===== config.mk =====
export PLATFORM = sky130hd
export DESIGN_NAME = fifo_wr_arbiter
export DESIGN_NICKNAME = d
export VERILOG_FILES = /design/src/rtl/fifo_wr_arbiter_pkg.sv /design/src/rtl/fifo_wr_arbiter_rr_pick.sv /design/src/rtl/fifo_wr_arbiter.sv
export SDC_FILE = /design/constraint.sdc
export NUM_CORES = 1
export LEC_CHECK = 0
export CAP_MARGIN = 40
export CORE_AREA = 2 2 158 160
export DETAILED_ROUTE_END_ITERATION = 16
export DIE_AREA = 0 0 160 162
export HOLD_SLACK_MARGIN = 0.06
export PLACE_DENSITY_LB_ADDON = 0.05
export SYNTH_ARGS = -nofsm -noshare
export SYNTH_HDL_FRONTEND = slang
export SYNTH_HIERARCHICAL = 1
export SYNTH_SLANG_ARGS = --single-unit

===== constraint.sdc =====
create_clock -name clk -period 3.1 [get_ports clk]
set_clock_uncertainty 0.05 [all_clocks]
set_input_delay 0.62 -clock clk [delete_from_list [all_inputs] [get_ports clk]]
set_output_delay 0.62 -clock clk [all_outputs]
set_load 0.03 [all_outputs]

===== src/rtl/fifo_wr_arbiter_pkg.sv =====
// Shared types and helpers for the FIFO write arbiter and its round-robin picker.
package fifo_arb_pkg;

  typedef enum logic [0:0] {
    ST_IDLE  = 1'b0,
    ST_GRANT = 1'b1
  } arb_state_e;

  localparam int STAT_W = 16;

  // Ceiling log2, used to validate the channel-tag width against the channel count.
  function automatic int clog2(input int n);
    int r;
    r = 0;
    while ((1 << r) < n) r++;
    return r;
  endfunction

endpackage


===== src/rtl/fifo_wr_arbiter_rr_pick.sv =====
// Rotate-priority encoder: first set bit of req scanning upward from ptr, with wrap.
module rr_pick #(
  parameter int N = 4,
  parameter int W = 2
) (
  input  logic [N-1:0] req,
  input  logic [W-1:0] ptr,
  output logic [W-1:0] idx,
  output logic         found
);

  // Scan offsets from farthest to nearest so the nearest valid request wins.
  always_comb begin
    int c;
    c     = 0;
    idx   = '0;
    found = |req;
    for (int k = N - 1; k >= 0; k--) begin
      c = int'(ptr) + k;
      if (c >= N) c = c - N;
      if (req[c]) idx = W'(c);
    end
  end

endmodule


===== src/rtl/fifo_wr_arbiter.sv =====
// Round-robin write arbiter sharing one FIFO write port among NUM_REQ channels.
// Optional per-channel beat counters are built when FIFO_ARB_STATS_EN is defined.
// Reset drops any grant combinationally so no beat is written in the reset cycle.
module fifo_wr_arbiter
  import fifo_arb_pkg::*;
#(
  parameter int NUM_REQ   = 4,
  parameter int DATA_W    = 64,
  parameter int MAX_BURST = 8,
  parameter int ID_W      = 2
) (
  input  logic                      clk,
  input  logic                      rst_n,
  input  logic [NUM_REQ-1:0]        req_valid,
  input  logic [NUM_REQ-1:0]        req_last,
  input  logic [NUM_REQ*DATA_W-1:0] req_data,
  output logic [NUM_REQ-1:0]        req_ready,
  input  logic                      fifo_full,
  output logic                      fifo_wr_en,
  output logic [ID_W+DATA_W-1:0]    fifo_din,
  output logic [ID_W-1:0]           grant_id,
  output logic                      busy,
  input  logic                      stats_clr,
  output logic [NUM_REQ*STAT_W-1:0] beat_cnt
);

  if (ID_W != clog2(NUM_REQ)) begin : g_id_w_chk
    $error("fifo_wr_arbiter: ID_W must equal clog2(NUM_REQ)");
  end

  arb_state_e      state_q, state_d;
  logic [ID_W-1:0] grant_id_q, grant_id_d;
  logic [ID_W-1:0] rr_ptr_q, rr_ptr_d;
  logic [7:0]      burst_cnt_q, burst_cnt_d;

  logic [ID_W-1:0]   pick_idx;
  logic              pick_found;
  logic              in_grant;
  logic              gnt_valid;
  logic              gnt_last;
  logic              beat;
  logic [DATA_W-1:0] gnt_data;
  logic [ID_W-1:0]   next_ptr;

  rr_pick #(
    .N(NUM_REQ),
    .W(ID_W)
  ) u_rr_pick (
    .req  (req_valid),
    .ptr  (rr_ptr_q),
    .idx  (pick_idx),
    .found(pick_found)
  );

  assign in_grant  = rst_n && (state_q == ST_GRANT);
  assign gnt_valid = req_valid[grant_id_q];
  assign gnt_last  = req_last[grant_id_q];
  assign gnt_data  = req_data[int'(grant_id_q)*DATA_W +: DATA_W];
  assign beat      = in_grant && gnt_valid && !fifo_full;
  assign next_ptr  = (grant_id_q == ID_W'(NUM_REQ - 1)) ? '0 : grant_id_q + 1'b1;

  // Datapath outputs: ready and write strobe follow the granted channel combinationally.
  always_comb begin
    req_ready  = '0;
    fifo_wr_en = beat;
    fifo_din   = '0;
    grant_id   = grant_id_q;
    busy       = in_grant;
    if (in_grant && !fifo_full) req_ready[grant_id_q] = 1'b1;
    if (beat) fifo_din = {grant_id_q, gnt_data};
  end

  // Next-state: pick a winner in IDLE, count beats and decide release in GRANT.
  always_comb begin
    state_d     = state_q;
    grant_id_d  = grant_id_q;
    rr_ptr_d    = rr_ptr_q;
    burst_cnt_d = burst_cnt_q;
    case (state_q)
      ST_IDLE: begin
        if (pick_found) begin
          grant_id_d  = pick_idx;
          burst_cnt_d = '0;
          state_d     = ST_GRANT;
        end
      end
      ST_GRANT: begin
        if (beat) burst_cnt_d = burst_cnt_q + 8'd1;
        if ((beat && (gnt_last || (burst_cnt_q + 8'd1 == 8'(MAX_BURST)))) ||
            (!gnt_valid && !fifo_full)) begin
          state_d  = ST_IDLE;
          rr_ptr_d = next_ptr;
        end
      end
      default: state_d = ST_IDLE;
    endcase
  end

  // Control state registers with synchronous active-low reset.
  always_ff @(posedge clk) begin
    if (!rst_n) begin
      state_q     <= ST_IDLE;
      grant_id_q  <= '0;
      rr_ptr_q    <= '0;
      burst_cnt_q <= '0;
    end else begin
      state_q     <= state_d;
      grant_id_q  <= grant_id_d;
      rr_ptr_q    <= rr_ptr_d;
      burst_cnt_q <= burst_cnt_d;
    end
  end

`ifdef FIFO_ARB_STATS_EN
  logic [NUM_REQ-1:0][STAT_W-1:0] beat_cnt_q, beat_cnt_d;

  // Saturating per-channel beat counters; clear wins over a same-cycle increment.
  always_comb begin
    beat_cnt_d = beat_cnt_q;
    if (stats_clr) begin
      beat_cnt_d = '0;
    end else if (beat && (beat_cnt_q[grant_id_q] != {STAT_W{1'b1}})) begin
      beat_cnt_d[grant_id_q] = beat_cnt_q[grant_id_q] + 1'b1;
    end
  end

  // Counter registers.
  always_ff @(posedge clk) begin
    if (!rst_n) beat_cnt_q <= '0;
    else        beat_cnt_q <= beat_cnt_d;
  end

  assign beat_cnt = beat_cnt_q;
`else
  logic unused_stats_clr;
  assign unused_stats_clr = stats_clr;
  assign beat_cnt         = '0;
`endif

endmodule


Word-level counts from Yosys, hierarchy flattened --
Cells that the tools add are included.
Storage, ports and cells: output and inout port bits 138, register bits 13, word-level logic and storage cells 79, input bits 268
Cells by class: eq/ne operators 4, add/sub/neg operators 9, muxes and demuxes 35, shift operators 1, bitwise operators 1, reduce and logical (&&, ||, !) cells 15, $lt $le $gt $ge 10
Operator list (count):
- $shiftx A256 B9 Y64 | 1
- $lt A32 B4 Y1 const B | 4
- $mux W32 | 4
- $ge A32 B4 Y1 const B | 3
- $sub A32 B4 Y32 const B | 3
- $mux W66 | 1
- $mux W8 | 2
- $pmux W8 S2 | 1
- $mux W1 | 13
- $bmux W1 S2 | 6
- $mux W2 | 5
- $add A8 B1 Y8 const B | 1
- $eq A8 B4 Y1 const B | 1
- $logic_and A1 B1 Y1 | 7
- $add A2 B2 Y3 const B | 2
- $reduce_and A2 Y1 | 3
- $mux W4 | 1
- $reduce_or A4 Y1 | 1
- $sub A2 B3 Y4 const B | 1
- $add A2 B1 Y3 const B | 1
- $ge A2 B3 Y1 const B | 1
- $lt A2 B3 Y1 const B | 1
- $add A2 B1 Y2 const B | 1
- $demux W1 S2 | 1
- other kinds (8) | 10

Depth between registers and ports, before layout --
Gate-level depths: netlist of run 1.
depth in word-level cells 10, depth in mapped cells 9, depth with buffers taken out 6

By module --
The synthesis of run 1 kept the hierarchy.
Modules (own cells, without submodules):
- fifo_wr_arbiter | sequential area each 260.2 µm², area each 3409.5 µm², cells each 340, times used 1
- rr_pick | sequential area each 0.0 µm², area each 77.6 µm², cells each 13, times used 1

Worst setup path after synthesis of run 1 --
No wires, ideal clock.
path kind register -> output, from register grant_id_q[0], in the netlist grant_id[0], to output fifo_din[26], cell stages (with the launch flop) 6, required time 2.430 ns, data arrival time 2.076 ns, buffers on the path 3, slack 0.354 ns, cell sequence dfxtp_1 > buf_6 > buf_2 > buf_2 > mux4_2 > and3_1
On the way: cells in the longest elaborated chain, start to end 5, elaborated cells on any way between the ends 6, classes of those cells 1 x shift; 3 x mux; 2 x reduce/logical
RTL lines:
- from (decl) | RTL line fifo_wr_arbiter.sv:32 | logic [ID_W-1:0] grant_id_q, grant_id_d;
- from (signal assigned) | RTL line fifo_wr_arbiter.sv:108 | grant_id_q <= grant_id_d;
- parallel branches: the longest is 4 deep, another holds $shiftx A256 B9 Y64
- $mux W66 * | RTL line fifo_wr_arbiter.sv:70 | if (beat) fifo_din = {grant_id_q, gnt_data};
- to (decl) | RTL line fifo_wr_arbiter.sv:20 | output logic [ID_W+DATA_W-1:0] fifo_din,
Every way passes the cells marked *. The select of a mux whose other input is x is not followed.

Worst setup path after layout of run 1 --
from input req_valid[3], to output fifo_din[4]
On the way: cells in the longest elaborated chain, start to end 5
RTL lines:
- from (decl) | RTL line fifo_wr_arbiter.sv:14 | input logic [NUM_REQ-1:0] req_valid,
- $bmux W1 S2 | RTL line fifo_wr_arbiter.sv:56 | assign gnt_valid = req_valid[grant_id_q];
- $mux W1 (not written as such) | RTL line fifo_wr_arbiter.sv:56
- $logic_and A1 B1 Y1 (2 in a row) | RTL line fifo_wr_arbiter.sv:59 | assign beat = in_grant && gnt_valid && !fifo_full;
- $mux W66 | RTL line fifo_wr_arbiter.sv:70
Every way passes these cells. The select of a mux whose other input is x is not followed.

==> summary.log, run 1 <==
[run_status] outcome complete, no violations
[die] die area 25,900 sq um
[route] post-detailed-route wirelength per cell 23.4 um
[cts] Skew-Pair Late Insertion Delay 240 ps
[route] number of DRC violations after detailed-routing iteration 0 218
[sta] hold violation count in the final report 0
[synth] cells after synthesis 353
[power_and_ir_drop] static leakage power 2.93 nW
[finish] layout overhead on the synthesized area 106%
[route] ANT nets after route 0
[cts] Post-CTS Hold Fix Bufs 0
[route] post-route DRC violation count 0
[power_and_ir_drop] internal power consumption 0.000872 W
[global_routing] met1 track utilization from global routing 22.2%
[power_and_ir_drop] power after layout 0.00135 W
[finish] commonest non-fill, non-tap cell in the layout sky130_fd_sc_hd__clkdlybuf4s50_1
[sta] clock period minus worst slack 2980 ps
[die] initial standard-cell utilization of the core 14.5%
[cts] clock tree sinks 13
[route] first drt pass iteration count 4
[setup_path] CP max-delay cell sky130_fd_sc_hd__mux4_2
[synth] number of synthesized flops with an enable pin 0
[sta] total count of max-transition violations in the final report 0
[setup_path] most repeated library cell on the critical path sky130_fd_sc_hd__buf_12
[global_routing] Most Used Layer, Global Route met2
[cts] Reg clk slew, reported paths 50 ps
[placement] number of buffers inserted by port buffering 340
[synth] Seq cells post-synth 13
[die] number of core rows 57
[setup_path] Worst Path Buf+Inv 3
[setup_path] peak fanout along the critical path 53
[worst_hold_path] worst min-delay path class reg -> reg
[power_and_ir_drop] net load switching power 0.000476 W
[global_routing] initial antenna violation count 8
[placement] Detailed Place HPWL 20,200 um
[setup_path] element type at the critical path start input port
[synth] share of synthesized area occupied by flip-flops and latches 7.46%
[power_and_ir_drop] combinational group share of total power 67.3%
[power_and_ir_drop] Power per Cell Area 188 nW/um^2
[setup_path] slowest stage delay, CP 550 ps
[route] detailed-route wire length 23,400 um
[power_and_ir_drop] share of total power in sequential cells 14.3%
[global_routing] aggregate global routing overflow 0
[global_routing] met3 demand-to-capacity share in global routing 4.78%
[route] ratio of routed vias to standard cells 4.10
[setup_path] cell class contributing the biggest share of worst-path delay buffers and inverters
[setup_path] endpoint class of the critical path output port
[cts] CTS tree yes
[synth] synthesized cell area 3490 sq um
[setup_path] ordered cell list for the critical path clkdlybuf4s50_1, mux4_2, buf_12, and3_1, buf_12
[global_routing] GRT met2 Usage 30.5%
[synth] top_reg_cell synth sky130_fd_sc_hd__dfxtp_1
[placement] placed insts 995
[sta] Max Clock Freq 0.336 GHz
[die] die height 162 um
[setup_path] WP data required 2430 ps
[power_and_ir_drop] relative contribution of the clock network to total power 18.4%
[global_routing] overall routing resource usage 17.2%
[sta] number of endpoints failing setup at the final stage 0
[synth] library cells used by synthesis 45
[route] total number of vias 4,101
[finish] number of nets in the layout 950
[sta] fin crit share 96.0%
[global_routing] vias in the first global route 4,091
[sta] max-slew headroom at the worst pin 61.3%
[cts] H-tree levels 1
[finish] most used cells in the layout excluding fill and tap cells 269 x sky130_fd_sc_hd__clkdlybuf4s50_1, 67 x sky130_fd_sc_hd__and3_1, 66 x sky130_fd_sc_hd__mux4_2, 66 x sky130_fd_sc_hd__buf_4, 64 x sky130_fd_sc_hd__conb_1
[finish] layout cell share with drive strength beyond 1 24.7%
[synth] YS warnings 6
[run] max cap viols 0
[cts] Post-CTS Setup Bufs 0
[cts] number of CTS-inserted buffers 3
[finish] Final Non-Filler Cells 1,001
[sta] RSZ-0062 raised after global routing no
[finish] fill cell count 2,591
[power_and_ir_drop] Sw Ratio 35.3%
[synth] proportion of synthesized flip-flops having asynchronous set or reset 0%
[die] width of the chip 160 um
[sta] pin slew with the least headroom to its limit 579 ps
[die] IO Pins 406
[power_and_ir_drop] Worst VDD drop 0.171 mV
[cts] maximum root-to-sink buffer count 2
[placement] setup slack after placement 141 ps
[setup_path] data arrival time of the critical path 2310 ps
[cts] clk root buf sky130_fd_sc_hd__clkbuf_16
[global_routing] pin count of the biggest net entering global routing 54
[synth] average cell area after synthesis 9.88 sq um
[placement] RePlAce Congestion 0.909
[die] core region area 24,100 sq um
[sta] final critical-path setup slack 123 ps
[global_routing] global-route wire length before repair 32,100 um
[setup_path] type of the setup path with the least slack in -> out
[sta] Setup Total Neg Slack 0 ps
[sta] smallest hold slack 456 ps
[cts] post-CTS resize count 0
## cell usage after synthesis, drive strengths merged, types with 2 or more instances
cell type  instances  share of area (%)
buf               74                 15
nand2              7               0.97
a21oi             13                1.9
clkbuf            26                2.8
nand3b             3               0.65
and2               6                1.1
and3              67                 12
dfxtp             13                7.5
nand3              7                1.0
mux2i              3               0.86
or3                2               0.36
nand2b             3               0.54
and3b              2               0.50
a31oi              4               0.72
ha                 6                2.2
nor2              19                2.3
a21boi             2               0.54
mux4              66                 43
o21ai              5               0.72
inv                4               0.50
a211oi             4                1.4
nor3b              3               0.65
## power by group through the flow
stage / clock network (W) / registers [W] / logic (W)
after floorplan: 0 / 0.000184 / 0.000489
after global placement: 0 / 0.000198 / 0.000904
after detailed placement: 0 / 0.000198 / 0.000911
after CTS: 0.000254 / 0.000195 / 0.000915
after global routing: 0.000267 / 0.000197 / 0.000963
final: 0.000248 / 0.000193 / 0.000907
## stage by stage
stage | area [sq um] | utilization (%)
after floorplan | 3720 | -
after global placement | 7090 | 29.4
after detailed placement | 7090 | 29.4
after CTS | 7170 | 29.8
after global routing | 7170 | 29.8
final | 7180 | 29.8
## sequential cells by signal (all words and copies together) (netlist names)
| register | count |
|---|---|
| state_q | 1 |
| grant_id | 2 |
| rr_ptr_q | 2 |
| burst_cnt_q | 8 |
## kinds of logic after synthesis
| logic type | after synthesis | share of synthesized area [%] |
|---|---|---|
| xor gates and xnor gates | 1 | 0.251 |
| other | 1 | 0.108 |
| and+or+nand+nor | 123 | 20.8 |
| muxes | 69 | 43.5 |
| buffers and inverters | 105 | 18.8 |
| adders and majority gates | 6 | 2.15 |
| AOI/OAI and AO/OA | 35 | 6.96 |
| DFF | 13 | 7.46 |
## area by class of cell
type                            instances  area (sq um)  area share [%]
Clock inverter                          1          5.00          0.0697
Antenna cell                            2          5.00          0.0697
Timing Repair Buffer                  355          3590            50.0
Sequential cell                        13           268            3.73
Clock buffer                            3          75.1            1.05
Multi-Input combinational cell        298          2810            39.1
Tap cell                              324           405            5.65
Inverter                                5          21.3           0.296
## final timing paths
| check | start | to | depth (start not counted) | slack (ps) |
|---|---|---|---|---|
| setup reg to reg | grant_id[0]$_SDFFE_PN0P_ | rr_ptr_q[1]$_SDFFE_PN0P_ | 6 | 680 |
| hold reg to reg | burst_cnt_q[7]$_SDFFE_PN0P_ | burst_cnt_q[7]$_SDFFE_PN0P_ | 1 | 460 |
| hold / removal | burst_cnt_q[7]$_SDFFE_PN0P_ | burst_cnt_q[7]$_SDFFE_PN0P_ | 1 | 460 |
| setup / recovery | req_valid[3] | fifo_din[4] | 5 | 120 |
## per-layer routing
layer / part of all wire (%) / vias to the layer above
met3: 7.7 / 14
met4: 0.21 / 10
met2: 51 / 173
met5: 0.28 / -
met1: 41 / 2021
li1: - / 1883
(Power assumes the default switching activity.)
==> run 2, diff against run 1 <==
- CORE_AREA: 2 2 158 160 -> 2 2 156 158
- DIE_AREA: 0 0 160 162 -> 0 0 158 160
- SYNTH_HIERARCHICAL: 1 -> default
==> run 2 against run 1 <==
Register-to-register slack improved by 270 ps. Power decreased by 3.3%. Final cell count decreased by 1.1%. Core utilization decreased by 0.38 points. Worst hold slack got worse by 8.6 ps. Die area decreased by 2.5%.
==> summary.log, run 2 <==
[cts] Post-CTS Setup Bufs 0 [unchanged]
[synth] cell with the most instances after synthesis sky130_fd_sc_hd__and3_1
[finish] number of flip-flops in the largest register 8 [unchanged]
[setup_path] cell depth of the worst flop-to-flop path 6 [unchanged]
[sta] final critical-path setup slack 92.1 ps [-31.2 ps]
[route] post-route DRC violation count 0 [unchanged]
[cts] Post-CTS Hold Fix Bufs 0 [unchanged]
[sta] RSZ-0062 raised after global routing no
[cts] clk root buf sky130_fd_sc_hd__clkbuf_16
[route] ratio of routed vias to standard cells 4.17 [+1.9%]
[synth] number of synthesized flops with an enable pin 0 [unchanged]
[setup_path] element type at the critical path start input port
[global_routing] initial antenna violation count 5 [-3]
[synth] Yosys top cell by area sky130_fd_sc_hd__mux4_2
[die] width of the chip 158 um [-1.3%]
[worst_hold_path] hold-critical path depth 1 [unchanged]
[cts] CTS tree yes
[setup_path] CP max-delay cell sky130_fd_sc_hd__mux4_2
[run] max cap viols 0 [unchanged]
[die] initial standard-cell utilization of the core 14.2% [-0.23 points]
[worst_hold_path] worst min-delay path class reg -> reg
[finish] commonest non-fill, non-tap cell in the layout sky130_fd_sc_hd__clkdlybuf4s50_1
[power_and_ir_drop] Worst VDD drop 0.114 mV [-33%]
[finish] number of nets in the layout 937 [-1.4%]
[cts] clock tree sinks 13 [unchanged]
[synth] cells after synthesis 337 [-4.5%]
[synth] most common library cells after synthesis 67 x sky130_fd_sc_hd__and3_1, 66 x sky130_fd_sc_hd__mux4_2, 65 x sky130_fd_sc_hd__buf_4, 20 x sky130_fd_sc_hd__clkbuf_1, 13 x sky130_fd_sc_hd__dfxtp_1
[finish] final design area excluding fillers 7000 sq um [-2.4%]
[setup_path] slowest stage delay, CP 630 ps [+80 ps]
[route] total number of vias 4,132 [+0.76%]
[power_and_ir_drop] Power per Cell Area 186 nW/um^2 [-0.91%]
[synth] largest cells by area after synthesis sky130_fd_sc_hd__mux4_2 44%, sky130_fd_sc_hd__buf_4 14%, sky130_fd_sc_hd__and3_1 12%
[finish] most used cells in the layout excluding fill and tap cells 269 x sky130_fd_sc_hd__clkdlybuf4s50_1, 72 x sky130_fd_sc_hd__buf_4, 67 x sky130_fd_sc_hd__and3_1
[route] first drt pass iteration count 4 [unchanged]
[cts] Reg clk slew, reported paths 50 ps [about the same]
[placement] Detailed Place HPWL 17,100 um [-15%]
[synth] share of synthesized area occupied by flip-flops and latches 7.67% [+0.21 points]
[synth] top_reg_cell synth sky130_fd_sc_hd__dfxtp_1
[die] IO Pins 406 [unchanged]
[die] die height 160 um [-1.2%]
[synth] library cells used by synthesis 42 [-6.7%]
[cts] number of CTS-inserted buffers 3 [unchanged]
[die] die area 25,300 sq um [-2.5%]
[sta] smallest hold slack 447 ps [-8.60 ps]
[sta] Max Clock Freq 0.332 GHz [-1.0%]
[setup_path] type of the setup path with the least slack in -> out
[sta] clock period minus worst slack 3010 ps [+31.2 ps]
[route] post-detailed-route wirelength per cell 20.3 um [-13%]
[route] number of DRC violations after detailed-routing iteration 0 121 [-44%]
[synth] Seq cells post-synth 13 [unchanged]
[sta] fin crit share 97.0% [+1.0 points]
[power_and_ir_drop] static leakage power 2.89 nW [-1.3%]
[setup_path] data arrival time of the critical path 2340 ps [+30 ps]
[setup_path] most repeated library cell on the critical path sky130_fd_sc_hd__buf_12
[setup_path] ordered cell list for the critical path clkdlybuf4s50_1, mux4_2, buf_12, and3_1, buf_12
[synth] average cell area after synthesis 10.1 sq um [+1.9%]
[sta] total count of max-transition violations in the final report 0 [unchanged]
[finish] layout overhead on the synthesized area 106%
[placement] number of buffers inserted by port buffering 340 [unchanged]
[setup_path] endpoint class of the critical path output port
[placement] RePlAce Congestion 0.820 [-9.8%]
[setup_path] peak fanout along the critical path 45 [-15%]
[cts] maximum root-to-sink buffer count 2 [unchanged]
[route] ANT nets after route 0 [unchanged]
[placement] instance area after placement 6910 sq um [-2.5%]
[cts] H-tree levels 1 [unchanged]
[global_routing] pin count of the biggest net entering global routing 48 [-11%]
[route] detailed-route wire length 20,100 um [-14%]
[setup_path] WP data required 2430 ps [about the same]
[finish] register containing the most flip-flops in the final layout burst_cnt_q
[global_routing] vias in the first global route 4,367 [+6.7%]
[die] number of core rows 57 [unchanged]
[power_and_ir_drop] power after layout 0.00130 W [-3.3%]
[synth] YS warnings 0 [-6]
[sta] number of endpoints failing setup at the final stage 0 [unchanged]
[cts] Skew-Pair Late Insertion Delay 240 ps [about the same]
[global_routing] overall routing resource usage 15.1% [-2.2 points]
[global_routing] aggregate global routing overflow 0 [unchanged]
[global_routing] global-route wire length before repair 28,400 um [-12%]
[sta] hold violation count in the final report 0 [unchanged]
[synth] proportion of synthesized flip-flops having asynchronous set or reset 0% [unchanged]
[synth] synthesized cell area 3390 sq um [-2.7%]
[run_status] outcome complete, no violations
[die] core region area 23,800 sq um [-1.2%]
[finish] layout cell share with drive strength beyond 1 24.5% [-0.27 points]
[cts] post-CTS resize count 0 [unchanged]
[synth] fraction of post-synthesis cell area in the top cell type by area 43.8% [+1.2 points]
[placement] setup slack after placement 99.0 ps [-42.3 ps]
[sta] Setup Total Neg Slack 0 ps [unchanged]
[run 2: changes by cell type after synthesis, sizes merged, moves of 3 or more]
cell    change
a211oi      -3
nand3       -4
nand2b      -3
nor2        -8
clkbuf      -6
nand2       +6
[run 2: cell families (layout without fill, tap and decap cells)]
| logic type | count (synthesis) | count (layout) | synth area share (%) |
|---|---|---|---|
| simple gates | 113 | 113 | 19.4 |
| buf+inv | 102 | 364 | 19.1 |
| mux | 70 | 70 | 45.0 |
| fa+ha+maj | 6 | 6 | 2.21 |
| other cells | 1 | 68 | 0.111 |
| xor+xnor | 2 | 2 | 0.517 |
| compound gates | 30 | 30 | 5.94 |
| flops | 13 | 13 | 7.67 |
[run 2: routing by layer]
layer,GRT usage (%),vias to the layer above,share of wire [%]
met5,0,-,0.060
met4,2.91,2,1.6
met3,2.63,20,7.1
met2,30.5,250,56
met1,15.9,2032,35
li1,-,1828,-
[run 2: area by class of cell]
cell class              count  area [sq um]
flip-flops and latches     13           268
multi-input cells         285          2720
inverters                   6          25.0
fillers                  2510         16800
well taps                 324           405
diodes                      4          10.0
repair buffers            354          3490
clock inverters             1          5.00
clock buffers               3          75.1
[run 2: power by group]
| group | internal (W) | leakage [nW] | switching, W | total [W] |
|---|---|---|---|---|
| Combinational | 0.000516 | 2.74 | 0.000354 | 0.000870 |
| Clock | 0.000172 | 0.0409 | 0.0000760 | 0.000248 |
| Sequential | 0.000172 | 0.107 | 0.0000140 | 0.000186 |
| Total | 0.000860 | 2.89 | 0.000444 | 0.00130 |
[run 2: path summary, 6_finish.rpt]
| check | startpoint | endpoint | slack (ps) |
|---|---|---|---|
| hold reg to reg | burst_cnt_q[7]$_SDFFE_PN0P_ | burst_cnt_q[7]$_SDFFE_PN0P_ | 450 |
| setup reg to reg | grant_id[0]$_SDFFE_PN0P_ | rr_ptr_q[0]$_SDFFE_PN0P_ | 950 |
| hold / removal | burst_cnt_q[7]$_SDFFE_PN0P_ | burst_cnt_q[7]$_SDFFE_PN0P_ | 450 |
| setup / recovery | req_valid[3] | fifo_din[3] | 90 |
[run 2: metrics by stage]
stage / util, % / instances
2_1_floorplan: - / 400
3_3_place_gp: 29.0 / 982
6_report: 29.4 / 990
4_1_cts: 29.4 / 986
5_1_grt: 29.4 / 990
3_5_place_dp: 29.0 / 982
[run 2: critical path, delay by kind of cell]
kind          cells  cell delay, ps
mux               1             630
simple gates      1             200
buf+inv           3             850
==> run 3, diff against run 2 <==
- ABC_AREA: default -> 1
- CORE_AREA: 2 2 156 158 -> 2 2 160 162
- DIE_AREA: 0 0 158 160 -> 0 0 162 164
==> run 3 against run 2 <==
Non-clock buffer count is 2 lower. Sequential cell count stayed put. Count of clock-buffer cells in the layout is 1 higher. Power is 33% higher. Design area is 7.7% higher. Critical endpoint unchanged. Largest cell class unchanged. Largest power group unchanged.
==> summary.log, run 3 <==
[finish] layout cell share with drive strength beyond 1 10.3% [-14 points]
[setup_path] data arrival time of the critical path 2260 ps [-80 ps]
[sta] RSZ-0062 raised after global routing no
[setup_path] reg2reg end burst_cnt_q[1]$_SDFFE_PN0P_
[synth] synthesized cell area 3700 sq um [+9.0%]
[die] die height 164 um [+2.5%]
[global_routing] vias in the first global route 5,199 [+19%]
[global_routing] met3 demand-to-capacity share in global routing 2.95% [+0.32 points]
[global_routing] global-route wire length before repair 33,100 um [+17%]
[setup_path] slack of the worst reg-to-reg path 1050 ps [+100 ps]
[finish] number of flip-flops in the largest register 8 [unchanged]
[setup_path] Critical R2R Launch grant_id[1]$_SDFFE_PN0P_
[synth] library cells used by synthesis 27 [-36%]
[finish] Final Non-Filler Cells 1,373 [+39%]
[route] ANT nets after route 0 [unchanged]
[run] max cap viols 0 [unchanged]
[synth] share of synthesized area occupied by flip-flops and latches 7.04% [-0.64 points]
[placement] number of buffers inserted by port buffering 340 [unchanged]
[route] ratio of routed vias to standard cells 4.00 [-4.1%]
[setup_path] peak fanout along the critical path 34 [-24%]
[die] number of core rows 58 [+1.8%]
[setup_path] cell depth of the worst flop-to-flop path 11 [+5]
[sta] clock period minus worst slack 2930 ps [-78.1 ps]
[global_routing] GRT met2 Usage 30.7% [+0.20 points]
[cts] clock tree sinks 13 [unchanged]
[placement] RePlAce Congestion 0.772 [-5.8%]
[cts] H-tree levels 1 [unchanged]
[synth] largest cells by area after synthesis sky130_fd_sc_hd__nor2_1 28%, sky130_fd_sc_hd__o21ai_0 18%, sky130_fd_sc_hd__buf_4 14%
[route] first drt pass iteration count 4 [unchanged]
[worst_hold_path] worst min-delay path class reg -> reg
[worst_hold_path] min-delay src burst_cnt_q[7]$_SDFFE_PN0P_
[placement] setup slack after placement 164 ps [+65.2 ps]
[die] initial standard-cell utilization of the core 14.9% [+0.66 points]
[sta] fin crit share 94.5% [-2.5 points]
[route] post-detailed-route wirelength per cell 16.9 um [-17%]
[finish] layout overhead on the synthesized area 104%
[setup_path] endpoint class of the critical path output port
[setup_path] type of the setup path with the least slack in -> out
[global_routing] initial antenna violation count 3 [-2]
[cts] Post-CTS Setup Bufs 0 [unchanged]
[setup_path] timing endpoint of the critical path fifo_din[3]
[finish] most used cells in the layout excluding fill and tap cells 271 x sky130_fd_sc_hd__nor2_1, 271 x sky130_fd_sc_hd__clkdlybuf4s50_1, 134 x sky130_fd_sc_hd__o21ai_0
[route] number of DRC violations after detailed-routing iteration 0 286 [+140%]
[synth] most common library cells after synthesis 271 x sky130_fd_sc_hd__nor2_1, 134 x sky130_fd_sc_hd__o21ai_0, 71 x sky130_fd_sc_hd__buf_4, 69 x sky130_fd_sc_hd__a21oi_1, 60 x sky130_fd_sc_hd__nand2_1
[cts] Reg clk slew, reported paths 50 ps [about the same]
[cts] clk root buf sky130_fd_sc_hd__clkbuf_16
[sta] total count of max-transition violations in the final report 0 [unchanged]
[cts] CTS tree yes
[route] total number of vias 5,496 [+33%]
[route] detailed-route wire length 23,200 um [+16%]
[global_routing] pin count of the biggest net entering global routing 110 [+130%]
[power_and_ir_drop] Worst VDD drop 0.265 mV [+130%]
[synth] proportion of synthesized flip-flops having asynchronous set or reset 0% [unchanged]
[synth] number of synthesized flops with an enable pin 0 [unchanged]
[sta] final critical-path setup slack 170 ps [+78.1 ps]
[sta] max-slew headroom at the worst pin 62.3%
[global_routing] met1 track utilization from global routing 19.4% [+3.5 points]
[global_routing] Most Used Layer, Global Route met2
[power_and_ir_drop] static leakage power 3.07 nW [+6.1%]
[cts] Skew-Pair Late Insertion Delay 240 ps [about the same]
[finish] fill cell count 2,798 [+11%]
[global_routing] overall routing resource usage 16.2% [+1.1 points]
[synth] cell with the most instances after synthesis sky130_fd_sc_hd__nor2_1
[run_status] outcome complete, no violations
[sta] pin slew with the least headroom to its limit 565 ps
[finish] FF/Latch Area 265 sq um [-0.93%]
[die] core region area 24,800 sq um [+4.2%]
[synth] YS warnings 0 [unchanged]
[synth] average cell area after synthesis 5.01 sq um [-50%]
[setup_path] element type at the critical path start input port
[die] IO Pins 406 [unchanged]
[finish] area occupied by multi-input gates 2840 sq um [+4.5%]
[sta] Max Clock Freq 0.341 GHz [+2.7%]
[power_and_ir_drop] Power per Cell Area 229 nW/um^2 [+23%]
[placement] Detailed Place HPWL 17,800 um [+4.4%]
[synth] top_reg_cell synth sky130_fd_sc_hd__dfxtp_1
[route] post-route DRC violation count 0 [unchanged]
[die] die area 26,600 sq um [+5.1%]
[sta] number of endpoints failing setup at the final stage 0 [unchanged]
[finish] number of nets in the layout 1,316 [+40%]
[cts] maximum root-to-sink buffer count 2 [unchanged]
[synth] Seq cells post-synth 13 [unchanged]
[cts] post-CTS resize count 0 [unchanged]
[sta] Setup Total Neg Slack 0 ps [unchanged]
[die] width of the chip 162 um [+2.5%]
[setup_path] timing startpoint of the critical path req_valid[3]
[synth] fraction of post-synthesis cell area in the top cell type by area 27.5% [-16 points]
[setup_path] WP data required 2430 ps [about the same]
[synth] cells after synthesis 738 [+120%]
[sta] hold violation count in the final report 0 [unchanged]
[cts] number of CTS-inserted buffers 3 [unchanged]
[cts] Post-CTS Hold Fix Bufs 0 [unchanged]
[synth] Yosys top cell by area sky130_fd_sc_hd__nor2_1
[placement] placed insts 1,367 [+39%]
[finish] final standard cell utilization of the core 30.4% [+1.0 points]
[global_routing] aggregate global routing overflow 0 [unchanged]
[finish] register containing the most flip-flops in the final layout burst_cnt_q
-- run 3: worst max-delay path, stage by stage --
cell and delay (ps):
sky130_fd_sc_hd__clkdlybuf4s50_1 540, sky130_fd_sc_hd__a21oi_1 80, sky130_fd_sc_hd__o21ai_1 90, sky130_fd_sc_hd__nand2_1 120, sky130_fd_sc_hd__nor2_4 110, sky130_fd_sc_hd__inv_2 70, sky130_fd_sc_hd__buf_12 170, sky130_fd_sc_hd__a21oi_1 260
sky130_fd_sc_hd__buf_12 160
-- run 3: worst min-delay path by stage --
stage,endpoint,slack [ps],depth (start not counted)
5_1_grt,burst_cnt_q[7]$_SDFFE_PN0P_,470,2
6_report,burst_cnt_q[7]$_SDFFE_PN0P_,430,2
3_3_place_gp,burst_cnt_q[6]$_SDFFE_PN0P_,430,2
3_5_place_dp,burst_cnt_q[7]$_SDFFE_PN0P_,430,2
4_1_cts,burst_cnt_q[7]$_SDFFE_PN0P_,440,2
2_1_floorplan,burst_cnt_q[7]$_SDFFE_PN0P_,410,2
-- run 3: layout make-up --
class	count	share of cell area, %
Antenna cell	2	0.0663
Clock buffer	4	1.04
Inverter	27	1.38
Multi-Input combinational cell	645	37.7
Sequential cell	13	3.52
Tap cell	330	5.47
Timing Repair Buffer	352	50.8
-- run 3: cell families (layout without fill, tap and decap cells) --
group                      count (synthesis)  count (layout)  synth area share, %
DFF                                       13              13                 7.04
other                                      1              66                0.101
AOI/OAI and AO/OA                        219             219                 30.9
adders and majority gates                  6               6                 2.03
and+or+nand+nor                          356             356                 37.5
buffers and inverters                    143             383                 22.5
-- run 3: where the power goes --
group / internal (W) / leakage [nW] / switching, W
sequential: 0.000177 / 0.107 / 0.0000307
clock: 0.000173 / 0.0382 / 0.0000686
combinational: 0.000584 / 2.92 / 0.000696
-- run 3: through the flow --
step | hold slack (ps) | power, W | instance area (sq um)
after global placement | 435 | 0.00151 | 7460
final | 433 | 0.00173 | 7540
after floorplan | 409 | 0.000943 | 3940
after global routing | 469 | 0.00189 | 7540
after detailed placement | 432 | 0.00151 | 7460
after CTS | 440 | 0.00176 | 7540
-- run 3: layer usage --
metal,part of all wire (%),wire [um]
met3,6.2,1440
met2,52,12000
met5,0.056,13
met4,0.93,217
met1,41,9590
